File: src/rtl/sha256_padder.sv
// -----------------------------------------------------------------------------
// sha256_padder
//
// Front end for a SHA-256 compression core. Collects a byte stream into
// big-endian 512-bit blocks, appends the standard padding (0x80, zero fill,
// 64-bit message bit length), and hands each block to the core with a
// one-cycle start pulse. The padder waits for the core's finish before it
// prepares or issues the next block.
//
// Ports
//   clock        rising-edge clock
//   reset        asynchronous active-low reset
//   in_data      message byte
//   in_valid     in_data is valid
//   in_last      final byte of the message (qualified by in_valid)
//   in_ready     padder accepts a byte this cycle
//   core_block   512-bit block to the core, byte 0 at [511:504]
//   core_start   one-cycle pulse launching the core on core_block
//   core_first   with core_start: first block of a message
//   core_finish  core completed the current block (only looked at in WAIT)
//   msg_done     one-cycle pulse after the final block's core_finish
// -----------------------------------------------------------------------------
module sha256_padder #(
  parameter int BYTE_CNT_W = 32
) (
  input  logic         clock,
  input  logic         reset,
  input  logic [7:0]   in_data,
  input  logic         in_valid,
  input  logic         in_last,
  output logic         in_ready,
  output logic [511:0] core_block,
  output logic         core_start,
  output logic         core_first,
  input  logic         core_finish,
  output logic         msg_done
);

  typedef enum logic [2:0] {
    S_FILL,
    S_PAD,
    S_SEND,
    S_WAIT,
    S_DONE
  } state_t;

  state_t                state, state_nxt;
  logic [5:0]            idx;            // next byte slot in the block
  logic [BYTE_CNT_W-1:0] count;          // message bytes accepted so far
  logic [511:0]          blk;            // block under construction / in flight
  logic                  final_blk;      // block in flight is the message's last
  logic                  pad_pending;    // message ended exactly on a block edge
  logic                  extra_pending;  // length did not fit; one more block due
  logic                  issued;         // a block of this message has been started

  logic                  xfer;
  logic [63:0]           bit_len;
  logic [511:0]          pad_blk;
  logic [511:0]          len_blk;

  assign xfer    = in_valid && in_ready;
  assign bit_len = 64'(count) << 3;
  assign len_blk = {448'b0, bit_len};

  // Padded view of the current buffer: bytes before idx kept, 0x80 at idx,
  // zeros after, and the bit length in the tail if it still fits.
  always_comb begin
    // NOTE: every always_comb output gets a default first so no path leaves it
    // unassigned, which would otherwise infer a latch.
    pad_blk = '0;
    for (int j = 0; j < 64; j++) begin
      if (j < int'(idx)) begin
        pad_blk[511-8*j -: 8] = blk[511-8*j -: 8];
      end else if (j == int'(idx)) begin
        pad_blk[511-8*j -: 8] = 8'h80;
      end
    end
    if (idx <= 6'd55) begin
      pad_blk[63:0] = bit_len;
    end
  end

  // ---------------------------------------------------------------------------
  // FSM: state register
  // ---------------------------------------------------------------------------
  always_ff @(posedge clock or negedge reset) begin
    // NOTE: sequential state is written with non-blocking assignments so every
    // register samples the pre-edge values regardless of statement order.
    if (!reset) begin
      state <= S_FILL;
    end else begin
      state <= state_nxt;
    end
  end

  // ---------------------------------------------------------------------------
  // FSM: next-state logic
  // ---------------------------------------------------------------------------
  always_comb begin
    state_nxt = state;
    unique case (state)
      S_FILL: begin
        if (xfer) begin
          if (idx == 6'd63) begin
            state_nxt = S_SEND;
          end else if (in_last) begin
            state_nxt = S_PAD;
          end
        end
      end
      S_PAD:  state_nxt = S_SEND;
      S_SEND: state_nxt = S_WAIT;
      S_WAIT: begin
        if (core_finish) begin
          if (final_blk) begin
            state_nxt = S_DONE;
          end else if (pad_pending) begin
            state_nxt = S_PAD;
          end else if (extra_pending) begin
            state_nxt = S_SEND;
          end else begin
            state_nxt = S_FILL;
          end
        end
      end
      S_DONE:  state_nxt = S_FILL;
      default: state_nxt = S_FILL;
    endcase
  end

  // ---------------------------------------------------------------------------
  // FSM: outputs
  // ---------------------------------------------------------------------------
  always_comb begin
    in_ready   = 1'b0;
    core_start = 1'b0;
    core_first = 1'b0;
    msg_done   = 1'b0;
    unique case (state)
      S_FILL: in_ready = reset;  // state already reads FILL while reset is low
      S_SEND: begin
        core_start = 1'b1;
        core_first = !issued;
      end
      S_DONE:  msg_done = 1'b1;
      default: ;
    endcase
  end

  assign core_block = blk;

  // ---------------------------------------------------------------------------
  // Datapath: block buffer, byte index, counters and flags
  // ---------------------------------------------------------------------------
  always_ff @(posedge clock or negedge reset) begin
    // NOTE: the block buffer is reset on purpose because it drives core_block,
    // which must read zero out of reset; it is a register, not a RAM.
    if (!reset) begin
      blk           <= '0;
      idx           <= '0;
      count         <= '0;
      final_blk     <= 1'b0;
      pad_pending   <= 1'b0;
      extra_pending <= 1'b0;
      issued        <= 1'b0;
    end else begin
      unique case (state)
        S_FILL: begin
          if (xfer) begin
            blk[511-8*int'(idx) -: 8] <= in_data;
            idx                       <= idx + 6'd1;  // wraps to 0 after a full block
            if (count != '1) begin
              count <= count + BYTE_CNT_W'(1);
            end
            if (idx == 6'd63) begin
              final_blk   <= 1'b0;
              pad_pending <= in_last;
            end
          end
        end
        S_PAD: begin
          blk <= pad_blk;
          if (idx <= 6'd55) begin
            final_blk <= 1'b1;
          end else begin
            final_blk     <= 1'b0;
            extra_pending <= 1'b1;
          end
        end
        S_SEND: begin
          issued <= 1'b1;
        end
        S_WAIT: begin
          if (core_finish && !final_blk) begin
            if (pad_pending) begin
              // Next block is padding only: 0x80 at byte 0 plus the length.
              blk         <= '0;
              idx         <= '0;
              pad_pending <= 1'b0;
            end else if (extra_pending) begin
              blk           <= len_blk;
              final_blk     <= 1'b1;
              extra_pending <= 1'b0;
            end else begin
              blk <= '0;
              idx <= '0;
            end
          end
        end
        S_DONE: begin
          blk           <= '0;
          idx           <= '0;
          count         <= '0;
          final_blk     <= 1'b0;
          pad_pending   <= 1'b0;
          extra_pending <= 1'b0;
          issued        <= 1'b0;
        end
        default: ;
      endcase
    end
  end

endmodule
File: config.mk
export PLATFORM = sky130hd
export DESIGN_NAME = sha256_padder
export DESIGN_NICKNAME = d
export VERILOG_FILES = /design/src/rtl/sha256_padder.sv
export SDC_FILE = /design/constraint.sdc
export NUM_CORES = 1
export LEC_CHECK = 0
export CORE_MARGIN = 4
export CORE_UTILIZATION = 51
export DETAILED_ROUTE_END_ITERATION = 10
export PLACE_DENSITY = 0.89
export SLEW_MARGIN = 5
export SYNTH_ARGS = -nofsm -noshare
export SYNTH_HDL_FRONTEND = slang
export SYNTH_SLANG_ARGS = --single-unit
export TNS_END_PERCENT = 5
File: constraint.sdc
create_clock -name clock -period 2.9 [get_ports clock]
set_input_delay 0.29 -clock clock [delete_from_list [all_inputs] [get_ports clock]]
set_output_delay 0.29 -clock clock [all_outputs]
set_load 0.01 [all_outputs]
==> qor.csv <==
metric,value,unit
outcome,"complete, but fails checks",
failed_checks,setup timing,
synth-seq-area-share,58.8,%
path_buf_inv,2,
detailedRoute.firstPassIterationCount,6,
cts.clk_slew.worst_paths,0.07,ns
cell_breakdown_of_the_critical_path,buf_4 > nor4b_4 > buf_4 > nand2_1 > a221oi_2 > o32ai_1,
finalSetupTns,-0.0399,ns
numPortBuffers,528,
routed_wirelength,94.8,mm
final_antenna_net_count,0,
avgSynthCellArea,10.7,sq um
worstSetupPathType,reg2reg,
multi_input_logic_area,9090,sq um
final_cell_mix,"dfrtp_1 (556), clkdlybuf4s50_1 (527), nand2_1 (368), o21ai_0 (248), o2bb2ai_1 (186)",
worstSkewPairLatency,0.63,ns
dp_slack,-0.0145,ns
comb_power_share,33.1,%
static-leakage-power,13.4,nW
fin_crit_sh,101,%
ys_ff_latch,557,
synth-async-reset-ratio,100,%
post_dp_cell_area,30300,sq um
critPathArrivalTime,3.40,ns
vias_per_cell,6.52,
path_delay_family,simple AND/OR/NAND/NOR gates,
timing.clock.skew,0.0338,ns
final_common_cell,dfrtp_1,
drcViolationCount,0,
cts.root.buffer_cell,clkbuf_16,
die-height,224,um
layout-area-overhead-vs-synth,35.9,%
mappedNetlistNets,2231,
critical_path.max_stage_delay,0.68,ns
netlist-cell-type-count,91,
detail_route.wl_per_cell,27.6,um
crit_slowest_cell,dfrtp_1,
power_density,751,nW/um^2
worst_setup_path_start_kind,register,
nets,2806,
net-switching-power,9.13,mW
gr-usage-all-layers,36.8,%
worst_setup_path_end_kind,register,
die-area,50000,sq um
cts_max_path_buffers,3,
path_common_cell,buf_4,
clkPwrFrac,31.2,%
p_total,24.2,mW
yosysWarningCount,0,
slew_violations,0,
cts_tree,yes,
detailedPlacementHpwl,68.2,mm
design.core.area,45700,sq um
floorplan.initialDensity,51.9,%
sequential_group_share_of_total_power,35.7,%
max_slew_margin,36.8,%
largest_fanout_on_the_critical_path,18,
layout.area.seq,13900,sq um
postCtsSetupRepairBufs,0,
initialDrtViolationCount,2523,
tritoncts.num_buffers,55,
synth-edff-count,0,
design.portCount,529,
syn_inst,2212,
critical_path_required,3.37,ns
grt_first_pass_wirelength,142,mm
rsz_0062_raised_after_global_routing,no,
synth_largest_area_cell,dfrtp_1,
setup_violations,2,
cell_internal_pwr,15.0,mW
synth_top_cell_area_share,58.8,%
timing.max_cap.violations,0,
die_width,224,um
tritoncts_num_sinks,557,
final_estimated_routing_congestion_in_global_placement,1.02,
detailroute.via_count,22400,
antenna_diode_instance_count,0,
ir_drop,0.582,mV
grt_max_degree,167,
fin_ws,-0.0296,ns
synth_area_leaders,"dfrtp_1 (59%), o2bb2ai_1 (6.9%), nand2_1 (5.8%), o21ai_0 (5.2%), a21oi_1 (1.9%)",
ctsHtreeMaxLevel,2,
max_freq,341,MHz
worst_pin_slew,0.946,ns
post_synth_top_flop,dfrtp_1,
period_needed,2.93,ns
fill_cells,3184,
std_cell_rows,78,
grt_antenna_before_repair,0,
worst_hold_path_class,in2async,
syn_area,23700,sq um
switching_portion_of_total_power,37.8,%
first_global_vias,22200,
final-hold-violation-count,0,
share_of_layout_cells_above_drive_strength_1,10.5,%
sum_of_overflow_across_all_layers_after_global_routing,0,
finalInstanceArea,32200,sq um
path summary, 6_finish.rpt:
path                            startpoint         endpoint  slack, ns  cells past startpoint
max in group asynchronous            reset  core_block[201]       0.93                      4
min in group clock                 in_last         state[0]       0.31                      2
hold / removal                       reset        final_blk       0.07                      2
hold reg to reg            core_block[177]  core_block[177]       0.48                      2
setup / recovery                    idx[4]  core_block[422]      -0.03                      6
setup reg to reg                    idx[4]  core_block[422]      -0.03                      6
cells in the mapped netlist, types with 9 or more instances:
master and n:
o31ai_1 14, and3_1 19, dfrtp_1 557, nand2b_1 12
inv_1 14, o2bb2ai_1 186, o211ai_1 9, a22o_1 49
o21ai_0 248, a221o_1 10, nand4_1 17, a31oi_1 13
nand3_1 54, or2_2 9, a22oi_1 13, a21oi_1 92
buf_2 45, a2bb2oi_1 10, nor2_1 74, a32oi_1 12
clkbuf_1 92, nand2_1 368, a32o_1 32, nor3_1 12
o21ai_1 26, and2_1 33, or3_1 29
kinds of logic after synthesis:
group | Yosys count | synth area share (%)
AO/OA/AOI/OAI | 784 | 23.3
AND/OR/NAND/NOR | 685 | 13.9
flip-flops | 557 | 58.8
buffers and inverters | 171 | 3.18
multiplexers | 6 | 0.317
adder cells (fa/ha/maj) | 6 | 0.317
XOR/XNOR | 3 | 0.111
stage by stage:
stage	util [%]	instances	hold WS, ns
final	70.5	3431	0.0698
after global routing	70.5	3431	0.0974
after CTS	70.5	3431	0.0700
after detailed placement	66.3	3329	0.118
after global placement	66.3	3329	0.120
after floorplan	-	2212	-0.00559
power groups by stage:
stage                     Sequential, mW  Clock, mW  Combinational (mW)
after CTS                           8.62       7.57                7.72
after global placement              8.73          0                7.50
after detailed placement            8.76          0                7.67
final                               8.64       7.54                7.99
after global routing                8.69       7.90                8.39
after floorplan                     8.76          0                4.09
area by class of cell:
class / count / share of cell area [%]
clock buffer: 74 / 4.84
clock inverter: 27 / 1.05
inverter: 15 / 0.190
multi-input combinational: 1484 / 28.2
sequential: 557 / 43.3
tap: 600 / 2.33
timing repair buffer: 674 / 20.1
routing by layer:
metal / part of all wire (%) / wire length (um) / vias to the layer above / GRT usage [%]
met2: 45 / 43000 / 1568 / 56.9
met1: 38 / 35700 / 11100 / 49.3
met3: 11 / 10400 / 352 / 9.38
met4: 6.0 / 5730 / 2 / 17.7
met5: 0.034 / 32 / - / 0
li1: - / - / 9296 / -
repair_timing:
item,4_1_cts,5_1_grt
hold buffers,1,0
setup endpoints to repair,2,8
gates resized for setup,1,5
hold endpoints to repair,123,0
gates cloned,0,0
Note: power is estimated with default switching activity, not from simulation.
